<file path="config.mk">
export PLATFORM = sky130hd
export DESIGN_NAME = fdiv_seq
export DESIGN_NICKNAME = d
export VERILOG_FILES = /design/src/rtl/fdiv_seq.sv
export SDC_FILE = /design/constraint.sdc
export NUM_CORES = 1
export LEC_CHECK = 0
export ABC_AREA = 0
export CAP_MARGIN = 20
export CORE_ASPECT_RATIO = 1.2
export CORE_MARGIN = 2
export CORE_UTILIZATION = 54
export CTS_CLUSTER_SIZE = 30
export DETAILED_ROUTE_END_ITERATION = 6
export GPL_ROUTABILITY_DRIVEN = 0
export PLACE_DENSITY_LB_ADDON = 0.05
export SETUP_SLACK_MARGIN = 0.2
export SYNTH_ARGS = -nofsm -noshare
export SYNTH_HDL_FRONTEND = slang
export SYNTH_SLANG_ARGS = --single-unit
</file>
<file path="constraint.sdc">
create_clock -name clk -period 2.9 [get_ports clk]
set_clock_uncertainty 0.05 [all_clocks]
set_input_delay 0.29 -clock clk [delete_from_list [all_inputs] [get_ports clk]]
set_output_delay 0.29 -clock clk [all_outputs]
set_load 0.02 [all_outputs]
</file>
<file path="src/rtl/fdiv_seq.sv">
// Request sequencer in front of a multi-cycle FP divider: FIFO-buffered requests, one divide in flight,
// tagged results through a one-entry valid/ready register. Optional completion timeout: FDIV_SEQ_TIMEOUT_EN.
module fdiv_seq #(
    parameter int DATAW  = 32,
    parameter int TAGW   = 4,
    parameter int DEPTH  = 4,
    parameter int MAXLAT = 64
) (
    input  logic             clk,
    input  logic             rst_n,
    input  logic             req_valid,
    output logic             req_ready,
    input  logic [DATAW-1:0] req_a,
    input  logic [DATAW-1:0] req_b,
    input  logic [1:0]       req_op,
    input  logic [TAGW-1:0]  req_tag,
    output logic             div_dispatch,
    output logic [DATAW-1:0] div_a,
    output logic [DATAW-1:0] div_b,
    output logic [1:0]       div_op,
    input  logic             div_done,
    input  logic [DATAW-1:0] div_q,
    output logic             rsp_valid,
    input  logic             rsp_ready,
    output logic [DATAW-1:0] rsp_q,
    output logic [TAGW-1:0]  rsp_tag,
    output logic             rsp_err
);
    localparam int AW = $clog2(DEPTH);
    localparam int PW = AW + 1;
    localparam int CW = $clog2(MAXLAT + 1);

    typedef enum logic [1:0] {
        S_FLUSH = 2'd0,
        S_IDLE  = 2'd1,
        S_WAIT  = 2'd2
    } state_t;

    typedef struct packed {
        logic [DATAW-1:0] a;
        logic [DATAW-1:0] b;
        logic [1:0]       op;
        logic [TAGW-1:0]  tag;
    } entry_t;

    entry_t [DEPTH-1:0] fifo_q, fifo_d;
    logic [PW-1:0]      wr_ptr_q, wr_ptr_d, rd_ptr_q, rd_ptr_d;
    logic               empty_s, full_s, push_s, pop_s;
    entry_t             head_s;

    state_t             state_q, state_d;
    logic [CW-1:0]      flush_cnt_q, flush_cnt_d;
    logic [TAGW-1:0]    cur_tag_q, cur_tag_d;
    logic [DATAW-1:0]   div_a_q, div_a_d, div_b_q, div_b_d;
    logic [1:0]         div_op_q, div_op_d;
    logic               div_dispatch_q, div_dispatch_d;
    logic               rsp_valid_q, rsp_valid_d;
    logic [DATAW-1:0]   rsp_q_q, rsp_q_d;
    logic [TAGW-1:0]    rsp_tag_q, rsp_tag_d;

`ifdef FDIV_SEQ_TIMEOUT_EN
    localparam int EXPW = (DATAW == 64) ? 11 : ((DATAW == 16) ? 5 : 8);
    localparam int MANW = DATAW - 1 - EXPW;

    logic [CW-1:0]      wait_cnt_q, wait_cnt_d;
    logic               rsp_err_q, rsp_err_d;

    // Negative quiet NaN: sign set, exponent all ones, mantissa MSB set.
    function automatic logic [DATAW-1:0] neg_qnan();
        return {1'b1, {EXPW{1'b1}}, 1'b1, {(MANW-1){1'b0}}};
    endfunction
`endif

    // FIFO status and push/pointer/storage next-state; a full FIFO refuses pushes even on a same-cycle pop.
    always_comb begin
        empty_s  = (wr_ptr_q == rd_ptr_q);
        full_s   = (wr_ptr_q[AW-1:0] == rd_ptr_q[AW-1:0]) && (wr_ptr_q[PW-1] != rd_ptr_q[PW-1]);
        push_s   = req_valid && !full_s;
        head_s   = fifo_q[rd_ptr_q[AW-1:0]];
        fifo_d   = fifo_q;
        wr_ptr_d = wr_ptr_q + {{(PW-1){1'b0}}, push_s};
        rd_ptr_d = rd_ptr_q + {{(PW-1){1'b0}}, pop_s};
        if (push_s) begin
            fifo_d[wr_ptr_q[AW-1:0]] = '{a: req_a, b: req_b, op: req_op, tag: req_tag};
        end else begin
            fifo_d = fifo_q;
        end
    end

    // Sequencer next-state: flush stale divider activity, dispatch when the result slot is free, collect result.
    always_comb begin
        state_d        = state_q;
        flush_cnt_d    = flush_cnt_q;
        cur_tag_d      = cur_tag_q;
        div_a_d        = div_a_q;
        div_b_d        = div_b_q;
        div_op_d       = div_op_q;
        div_dispatch_d = 1'b0;
        rsp_q_d        = rsp_q_q;
        rsp_tag_d      = rsp_tag_q;
        pop_s          = 1'b0;
`ifdef FDIV_SEQ_TIMEOUT_EN
        wait_cnt_d     = wait_cnt_q;
        rsp_err_d      = rsp_err_q;
`endif
        if (rsp_valid_q && rsp_ready) begin
            rsp_valid_d = 1'b0;
        end else begin
            rsp_valid_d = rsp_valid_q;
        end

        case (state_q)
            S_FLUSH: begin
                if (flush_cnt_q == CW'(MAXLAT - 1)) begin
                    state_d     = S_IDLE;
                    flush_cnt_d = '0;
                end else begin
                    flush_cnt_d = flush_cnt_q + CW'(1);
                end
            end
            S_IDLE: begin
                if (!empty_s && (!rsp_valid_q || rsp_ready)) begin
                    div_a_d        = head_s.a;
                    div_b_d        = head_s.b;
                    div_op_d       = head_s.op;
                    div_dispatch_d = 1'b1;
                    cur_tag_d      = head_s.tag;
                    pop_s          = 1'b1;
                    state_d        = S_WAIT;
`ifdef FDIV_SEQ_TIMEOUT_EN
                    wait_cnt_d     = '0;
`endif
                end else begin
                    state_d = S_IDLE;
                end
            end
            S_WAIT: begin
                if (div_done) begin
                    rsp_q_d     = div_q;
                    rsp_tag_d   = cur_tag_q;
                    rsp_valid_d = 1'b1;
                    state_d     = S_IDLE;
`ifdef FDIV_SEQ_TIMEOUT_EN
                    rsp_err_d   = 1'b0;
                end else if (wait_cnt_q == CW'(MAXLAT - 1)) begin
                    // Give up on the divider and flush so a late completion is absorbed.
                    rsp_q_d     = neg_qnan();
                    rsp_tag_d   = cur_tag_q;
                    rsp_err_d   = 1'b1;
                    rsp_valid_d = 1'b1;
                    flush_cnt_d = '0;
                    state_d     = S_FLUSH;
                end else begin
                    wait_cnt_d  = wait_cnt_q + CW'(1);
                end
`else
                end else begin
                    state_d = S_WAIT;
                end
`endif
            end
            default: begin
                state_d     = S_FLUSH;
                flush_cnt_d = '0;
            end
        endcase
    end

    // State registers; reset empties the FIFO and restarts the flush.
    always_ff @(posedge clk or negedge rst_n) begin
        if (!rst_n) begin
            fifo_q         <= '0;
            wr_ptr_q       <= '0;
            rd_ptr_q       <= '0;
            state_q        <= S_FLUSH;
            flush_cnt_q    <= '0;
            cur_tag_q      <= '0;
            div_a_q        <= '0;
            div_b_q        <= '0;
            div_op_q       <= 2'd0;
            div_dispatch_q <= 1'b0;
            rsp_valid_q    <= 1'b0;
            rsp_q_q        <= '0;
            rsp_tag_q      <= '0;
`ifdef FDIV_SEQ_TIMEOUT_EN
            wait_cnt_q     <= '0;
            rsp_err_q      <= 1'b0;
`endif
        end else begin
            fifo_q         <= fifo_d;
            wr_ptr_q       <= wr_ptr_d;
            rd_ptr_q       <= rd_ptr_d;
            state_q        <= state_d;
            flush_cnt_q    <= flush_cnt_d;
            cur_tag_q      <= cur_tag_d;
            div_a_q        <= div_a_d;
            div_b_q        <= div_b_d;
            div_op_q       <= div_op_d;
            div_dispatch_q <= div_dispatch_d;
            rsp_valid_q    <= rsp_valid_d;
            rsp_q_q        <= rsp_q_d;
            rsp_tag_q      <= rsp_tag_d;
`ifdef FDIV_SEQ_TIMEOUT_EN
            wait_cnt_q     <= wait_cnt_d;
            rsp_err_q      <= rsp_err_d;
`endif
        end
    end

    assign req_ready    = !full_s;
    assign div_dispatch = div_dispatch_q;
    assign div_a        = div_a_q;
    assign div_b        = div_b_q;
    assign div_op       = div_op_q;
    assign rsp_valid    = rsp_valid_q;
    assign rsp_q        = rsp_q_q;
    assign rsp_tag      = rsp_tag_q;
`ifdef FDIV_SEQ_TIMEOUT_EN
    assign rsp_err      = rsp_err_q;
`else
    assign rsp_err      = 1'b0;
`endif

endmodule

</file>
# Word-level counts from Yosys, hierarchy flattened
# Index checks and enable logic that the tools add are counted.
# W data, S select, Z words.
[totals] mem_bits_ro=0 ramBits=0 inputBits=107 reg_bits=403 latchBits=0 mem_count=0
[op_classes] eq_ne=7 order_cmp=3 n_div=0 muxes=16 mul=0 add_sub_neg=3 bitwise=0 reduce_logical=13 shifts=0
[ops] op="$bwmux W280" count=1
[ops] op="$bmux W70 S2" count=1
[ops] op="$demux W70 S2" count=1
[ops] op="$mux W70" count=2
[ops] op="$pmux W7 S2" count=1
[ops] op="$add A7 B1 Y7 const B" count=1
[ops] op="$eq A7 B6 Y1 const B" count=1
[ops] op="$mux W7" count=1
[ops] op="$add A3 B1 Y3" count=2
[ops] op="$lt A2 B3 Y1 const B" count=2
[ops] op="$mux W2" count=3
[ops] op="$pmux W2 S3" count=1
[ops] op="$logic_and A1 B1 Y1" count=5
[ops] op="$mux W1" count=5
[ops] op="$reduce_and A2 Y1" count=2
[ops] op="$eq A3 B3 Y1" count=1
[ops] op="$logic_not A1 Y1" count=3
[ops] op="$eq A2 B1 Y1 const B" count=1
[ops] op="$eq A2 B2 Y1" count=1
[ops] op="$eq A2 B2 Y1 const B" count=1
[ops] op="$ge A2 B1 Y1 const B" count=1
[ops] op="$logic_not A2 Y1" count=1
[ops] op="$ne A2 B2 Y1 const B" count=1
[ops] op="$reduce_or A2 Y1" count=1
[ops] op="other kinds (2)" count=2

# Depth between registers and ports, before layout
# Gate-level depths: netlist of run 1.
[depth] depth_word=6 mapped_depth=8

# Worst setup path after synthesis of run 1
# No wires, ideal clock.
[synth_timing] path_kind="reg-to-reg" startpoint="reg rd_ptr_q[0]" endpoint="reg rd_ptr_q[2]" t_arrival_ns=2.009 n_path_buf=2 path_slack_ns=0.716 stages_incl_launch_ff=9 cell_sequence="dfrtp_1 buf_2 xor2_1 o311ai_2 buf_2 inv_1 ha_1 ha_1 xor2_1"
[synth_between] elab_chain_cells=6
[synth_lines] element="start, declared" line_no="47" source="logic [PW-1:0] wr_ptr_q, wr_ptr_d, rd_ptr_q, rd_ptr_d;"
[synth_lines] element="start signal, assigned" line_no="192" source="rd_ptr_q <= rd_ptr_d;"
[synth_lines] element="$eq A3 B3 Y1" line_no="76" source="empty_s = (wr_ptr_q == rd_ptr_q);"
[synth_lines] element="$logic_not A1 Y1" line_no="122" source="if (!empty_s && (!rsp_valid_q || rsp_ready)) begin"
[synth_lines] element="$logic_and A1 B1 Y1" line_no="122"
[synth_lines] element="$mux W1 (2 in a row)"
[synth_lines] element="net div_dispatch_d" line_no="56" source="logic div_dispatch_q, div_dispatch_d;"
[synth_lines] element="$add A3 B1 Y3" line_no="82" source="rd_ptr_d = rd_ptr_q + {{(PW-1){1'b0}}, pop_s};"
[synth_lines] element="net rd_ptr_d[2]" line_no="47"
# The timed path passes the listed nets, and every way through them passes these cells.
# A chain may end at the register's enable or synchronous reset.

# Worst setup path in the final report of run 1
[layout_timing] startpoint="reg wr_ptr_q[0]" endpoint="out req_ready"
[layout_between] elab_chain_cells=3
[layout_lines] element="start, declared" line_no="47"
[layout_lines] element="start signal, assigned" line_no="191" source="wr_ptr_q <= wr_ptr_d;"
[layout_lines] element="$eq A2 B2 Y1" line_no="77" source="full_s = (wr_ptr_q[AW-1:0] == rd_ptr_q[AW-1:0]) && (wr_ptr_q[PW-1] != rd_ptr_q[PW-1]);"
[layout_lines] element="$logic_and A1 B1 Y1" line_no="77"
[layout_lines] element="$logic_not A1 Y1" line_no="210" source="assign req_ready = !full_s;"
[layout_lines] element="end, declared" line_no="12" source="output logic req_ready,"
# Every way passes these cells.

==> out/qor.yml, run 1 <==
status: "complete, no violations"
dr.pass1.iters: 4
maxCapViolCount: 0
setup_violations: 0
gr-total-overflow: 0
clk_path_buf_depth: 3
final_layout_size_suffix_gt1_frac: 0.425
vias: 9212
cp_max_fo: 6
wire_per_inst_um: 20.7
end_kind: "primary output"
arrival_ps: 2300
p_leak_uw: 0.00905
synthMuxAreaShare: 0.353
rsz0062_at_grt: "no"
dieArea_mm2: 0.0325
drt_iter0_drc: 361
drtAntennaViolNets: 0
synthCells: 978
grt_start_max_net_pins: 72
cts_made_buffers: 42
fin_setup_tns_ps: 0
timing.hold.ws_ps: 237
grt_usage: 0.215
grt_pass1_vias: 9935
multi_input_area_mm2: 0.00643
synth_edf_count: 0
path_clk_slew_ps: 60
io_buffers: 211
core_mm2: 0.0305
worstSetupPathType: "reg -> out"
cp-start-kind: "flop"
fillers: 2113
drc_errors: 0
synthXorXnorAreaFrac: 0.00463
fin_crit_sh: 0.910
finalHoldViolCount: 0
die_y_um: 197
required_ps: 2560
ys_seq_elements: 403
synth-main-ff-cell: "dfrtp_1"
fmax_mhz: 379
via_per_inst: 5.63
diodes: 0
worst_pin_slew_ps: 645
cts_tree: "done"
routed_wl_um: 33900
die_w_um: 165
vdd_ir_drop_max_v: 0.000560
clock-sinks: 403
p_per_area_mw_per_mm2: 883
yosys_warnings: 0
place_inst: 1560
hold_path.class: "in -> async"
drv_slew: 0
syn_area_per_cell_um2: 17.1
clk_latency_ps: 530
dp_slack_ps: 388
yosys.area_share.simple: 0.00806
yosysSeqAreaShare: 0.602
post-dp-hpwl_um: 21100
ys_async_sr_fraction: 1.00
relSlewSlack: 0.570
ys_types: 35
antenna_found_initial: 0
finalCriticalPeriod_ps: 2640
nets: 1325
ff_latch_area_mm2: 0.0101
core.rowCount: 70
setup_slack_ps: 262
synth_nets: 1094
fin_util: 0.691
grt_first_pass_wirelength_um: 54600
initial_core_util: 0.550
synthAdderAreaFrac: 0.00672
root_buffer: "clkbuf_16"
cts_setup_buffers: 0
synth_compound_area_frac: 0.00821
syn_area_mm2: 0.0168
synth_top_family_by_area: "multiplexers"
area_growth_pct: 25.7
io_pins: 213
h-tree-depth: 2
final_cell_count_no_fill: 1637
==> layer usage <==
layer  GRT usage  vias up  part of all wire
met3      0.0463       45             0.054
li1            -     4076                 -
met1       0.293     4909              0.43
met5           0        -                 0
met2       0.358      182              0.50
met4      0.0502        0             0.018
==> power by group <==
part	total [uW]	leakage [uW]	switching (uW)	internal (uW)
clock network	5530	0.000715	2150	3380
registers	8660	0.00501	995	7670
logic	4410	0.00333	1500	2910
==> sequential cells by signal, indices dropped and copies added, names as in the netlist <==
| signal | count |
|---|---|
| fifo_q | 280 |
| div_a | 32 |
| div_b | 32 |
| rsp_q | 32 |
| flush_cnt_q | 7 |
| cur_tag_q | 4 |
| rsp_tag | 4 |
| rd_ptr_q | 3 |
| wr_ptr_q | 3 |
| div_op | 2 |
| state_q | 2 |
| div_dispatch | 1 |
| rsp_valid | 1 |
==> timing repair <==
| action | 4_1_cts | 5_1_grt |
|---|---|---|
| hold endpoints to repair | 57 | 0 |
| setup endpoints to repair | 1 | 0 |
| gates resized for setup | 1 | 0 |
| hold buffers | 1 | 0 |
==> worst paths after layout <==
kind	start	end	slack, ps	cells past startpoint
min reg2reg	fifo_q[155]	fifo_q[155]	430	1
max	wr_ptr_q[0]	req_ready	260	3
min in group clk	div_q[3]	rsp_q[3]	330	2
max reg2reg	wr_ptr_q[0]	fifo_q[45]	510	5
max in group asynchronous	rst_n	rsp_q[6]	1690	4
min	rst_n	fifo_q[16]	240	2
==> logic make-up after synthesis <==
| logic type | Yosys count |
|---|---|
| other cells | 1 |
| xor+xnor | 8 |
| mux | 456 |
| fa+ha+maj | 9 |
| compound gates | 16 |
| buf+inv | 62 |
| flops | 403 |
| simple gates | 23 |
==> final cells by class <==
class / instances / share of cell area
clock buffers: 64 / 0.0605
repair buffers: 244 / 0.123
flip-flops and latches: 403 / 0.479
multi-input cells: 513 / 0.305
inverters: 5 / 0.000891
clock inverters: 12 / 0.00778
well taps: 396 / 0.0235
==> cells in the final DEF, fill, tap and decap left out, types with 2 or more instances in the layout <==
cell,n
a22o_1,3
buf_12,18
buf_4,14
bufinv_16,4
clkbuf_1,9
clkbuf_16,43
clkbuf_8,12
clkdlybuf4s50_1,210
clkinv_2,7
dfrtp_1,401
dfrtp_4,2
ha_1,9
inv_1,4
mux2_1,39
mux2_2,347
mux4_2,70
nand2_1,6
nand2b_1,3
nand3_1,2
nor2_1,4
nor3b_4,2
o21a_1,2
o21ai_0,5
xnor2_1,2
xor2_1,4
xor2_2,2
==> synthesized netlist by cell type, types with 3 or more instances <==
cell      count  area (um2)
mux4_2       70        1580
clkbuf_1     14        52.6
mux2_1       39         439
a22o_1        3        26.3
dfrtp_1     403       10100
buf_1         5        18.8
o21ai_0       5        25.0
ha_1          9         113
nand2b_1      3        18.8
mux2_2      347        3910
xor2_1        5        43.8
nand2_1       6        22.5
buf_2        37         185
inv_1         4        15.0
nor2_1        4        15.0
==> critical path, stage by stage (launching register included) <==
cell and delay, ps:
dfrtp_1 500, xor2_2 270, or3_1 440, clkdlybuf4s50_1 570
==> through the flow <==
| step | total power [uW] | area, um2 |
|---|---|---|
| 3_3_place_gp | 13000 | 19600 |
| 4_1_cts | 18800 | 21100 |
| 5_1_grt | 19600 | 21100 |
| 6_report | 18600 | 21100 |
| 2_1_floorplan | 11800 | 16800 |
| 3_5_place_dp | 13200 | 19600 |
Power figures use the tool's default switching activity.
==> run 2: changes to the inputs <==
--- a/config.mk
+++ b/config.mk
@@ -13,7 +13,7 @@
 export CTS_CLUSTER_SIZE = 30
 export DETAILED_ROUTE_END_ITERATION = 6
 export GPL_ROUTABILITY_DRIVEN = 0
-export PLACE_DENSITY_LB_ADDON = 0.05
+export PLACE_DENSITY = 0.85
 export SETUP_SLACK_MARGIN = 0.2
 export SYNTH_ARGS = -nofsm -noshare
 export SYNTH_HDL_FRONTEND = slang
==> out/qor.yml, run 2 (synthesis gave the netlist of run 1 again) <==
maxCapViolCount: 0  # unchanged
dieArea_mm2: 0.0325  # unchanged
cp_max_fo: 6  # unchanged
hold_path.class: "in -> async"
p_leak_uw: 0.00889  # -1.8%
arrival_ps: 2310  # about the same
worst_pin_slew_ps: 855  # +210 ps
area_growth_pct: 23.8
gr-total-overflow: 0  # unchanged
wire_per_inst_um: 20.8  # +0.34%
layout_common_cells: "401 x dfrtp_1, 347 x mux2_2, 210 x clkdlybuf4s50_1, 70 x mux4_2, 41 x clkbuf_16"
end_kind: "primary output"
multi_input_area_mm2: 0.00643  # unchanged
drv_slew: 0  # unchanged
drc_errors: 0  # unchanged
vdd_ir_drop_max_v: 0.000579  # +3.5%
root_buffer: "clkbuf_16"
initial_core_util: 0.550  # unchanged
clk_path_buf_depth: 3  # unchanged
fmax_mhz: 377  # -0.61%
setup_violations: 0  # unchanged
dr.pass1.iters: 4  # unchanged
vias: 9239  # +0.29%
routed_wl_um: 33700  # -0.45%
status: "complete, no violations"
core.rowCount: 70  # unchanged
regMostFlops: "fifo_q"
cts_made_buffers: 40  # -4.8%
via_per_inst: 5.69  # +1.1%
drt_iter0_drc: 465  # +29%
fillers: 2011  # -4.8%
grt_start_max_net_pins: 108  # +50%
io_buffers: 211  # unchanged
drtAntennaViolNets: 0  # unchanged
mostFrequentLayoutCell: "dfrtp_1"
required_ps: 2560  # about the same
core_mm2: 0.0305  # unchanged
grt_usage: 0.215  # about the same
finalCriticalPeriod_ps: 2650  # +16.3 ps
relSlewSlack: 0.430  # -0.140
post-dp-hpwl_um: 20700  # -1.6%
rsz0062_at_grt: "no"
io_pins: 213  # unchanged
clock-sinks: 403  # unchanged
nets: 1316  # -0.68%
antenna_found_initial: 2  # +2
cp-start-kind: "flop"
p_per_area_mw_per_mm2: 866  # -1.9%
die_y_um: 197  # unchanged
largest_reg_flops: 280  # unchanged
grt_pass1_vias: 10100  # +2.0%
h-tree-depth: 2  # unchanged
grt_first_pass_wirelength_um: 54800  # +0.27%
timing.hold.ws_ps: 326  # +89.1 ps
final_layout_size_suffix_gt1_frac: 0.417  # -0.00819
fin_crit_sh: 0.915  # +0.00561
die_w_um: 165  # unchanged
fin_setup_tns_ps: 0  # unchanged
fin_util: 0.681  # -0.0108
finalHoldViolCount: 0  # unchanged
worstSetupPathType: "reg -> out"
cts_tree: "done"
ff_latch_area_mm2: 0.0101  # unchanged
clk_latency_ps: 530  # about the same
path_clk_slew_ps: 60  # about the same
-- run 2: worst paths after layout --
| check | to | startpoint | depth (start not counted) | slack [ps] |
|---|---|---|---|---|
| setup / recovery | req_ready | wr_ptr_q[0] | 3 | 250 |
| hold / removal | fifo_q[63] | rst_n | 2 | 330 |
| setup reg to reg | fifo_q[193] | wr_ptr_q[0] | 5 | 540 |
| hold reg to reg | fifo_q[76] | fifo_q[76] | 1 | 430 |
| max in group asynchronous | rsp_q[23] | rst_n | 3 | 1490 |
| min in group clk | rsp_q[4] | div_q[4] | 2 | 330 |
-- run 2: routing by layer --
| metal | wire length [um] | vias to the layer above | GRT usage | share of wire |
|---|---|---|---|---|
| met5 | 16 | - | 0 | 0.00047 |
| met4 | 754 | 2 | 0.0589 | 0.022 |
| met3 | 1740 | 55 | 0.0412 | 0.052 |
| met2 | 17000 | 212 | 0.366 | 0.51 |
| met1 | 14200 | 4935 | 0.285 | 0.42 |
| li1 | - | 4035 | - | - |
-- run 2: through the flow --
stage | setup WS (ps) | instance area (um2) | instances | power [uW]
detailed placement | 420 | 19500 | 1553 | 13200
CTS | 257 | 20700 | 1623 | 18200
global route | 223 | 20700 | 1624 | 18900
finish | 246 | 20700 | 1624 | 18000
floorplan | 716 | 16800 | 978 | 11800
global placement | 492 | 19500 | 1553 | 12800
-- run 2: area by class of cell --
class / instances / share of cell area
flip-flops and latches: 403 / 0.487
multi-input cells: 513 / 0.310
repair buffers: 237 / 0.118
clock buffers: 59 / 0.0561
well taps: 396 / 0.0239
clock inverters: 10 / 0.00410
inverters: 5 / 0.000905
diodes: 1 / 0.000121
-- run 2: power breakdown --
part | switching (uW) | total (uW) | leakage, uW | internal (uW)
logic | 1500 | 4340 | 0.00327 | 2830
clock network | 2060 | 4920 | 0.000615 | 2870
registers | 1040 | 8710 | 0.00501 | 7670
total | 4600 | 18000 | 0.00889 | 13400
-- run 2: what timing repair did --
action | in CTS | in global routing
resized for setup | 1 | 0
hold buffers | 1 | 0
endpoints found under the hold margin | 94 | 0
buffers inserted | 0 | 0
setup endpoints to repair | 1 | 0
-- run 2: critical path: stages (launching register included) --
cell             delay (ps)
dfrtp_1                 510
xor2_2                  270
or3_1                   440
clkdlybuf4s50_1         570
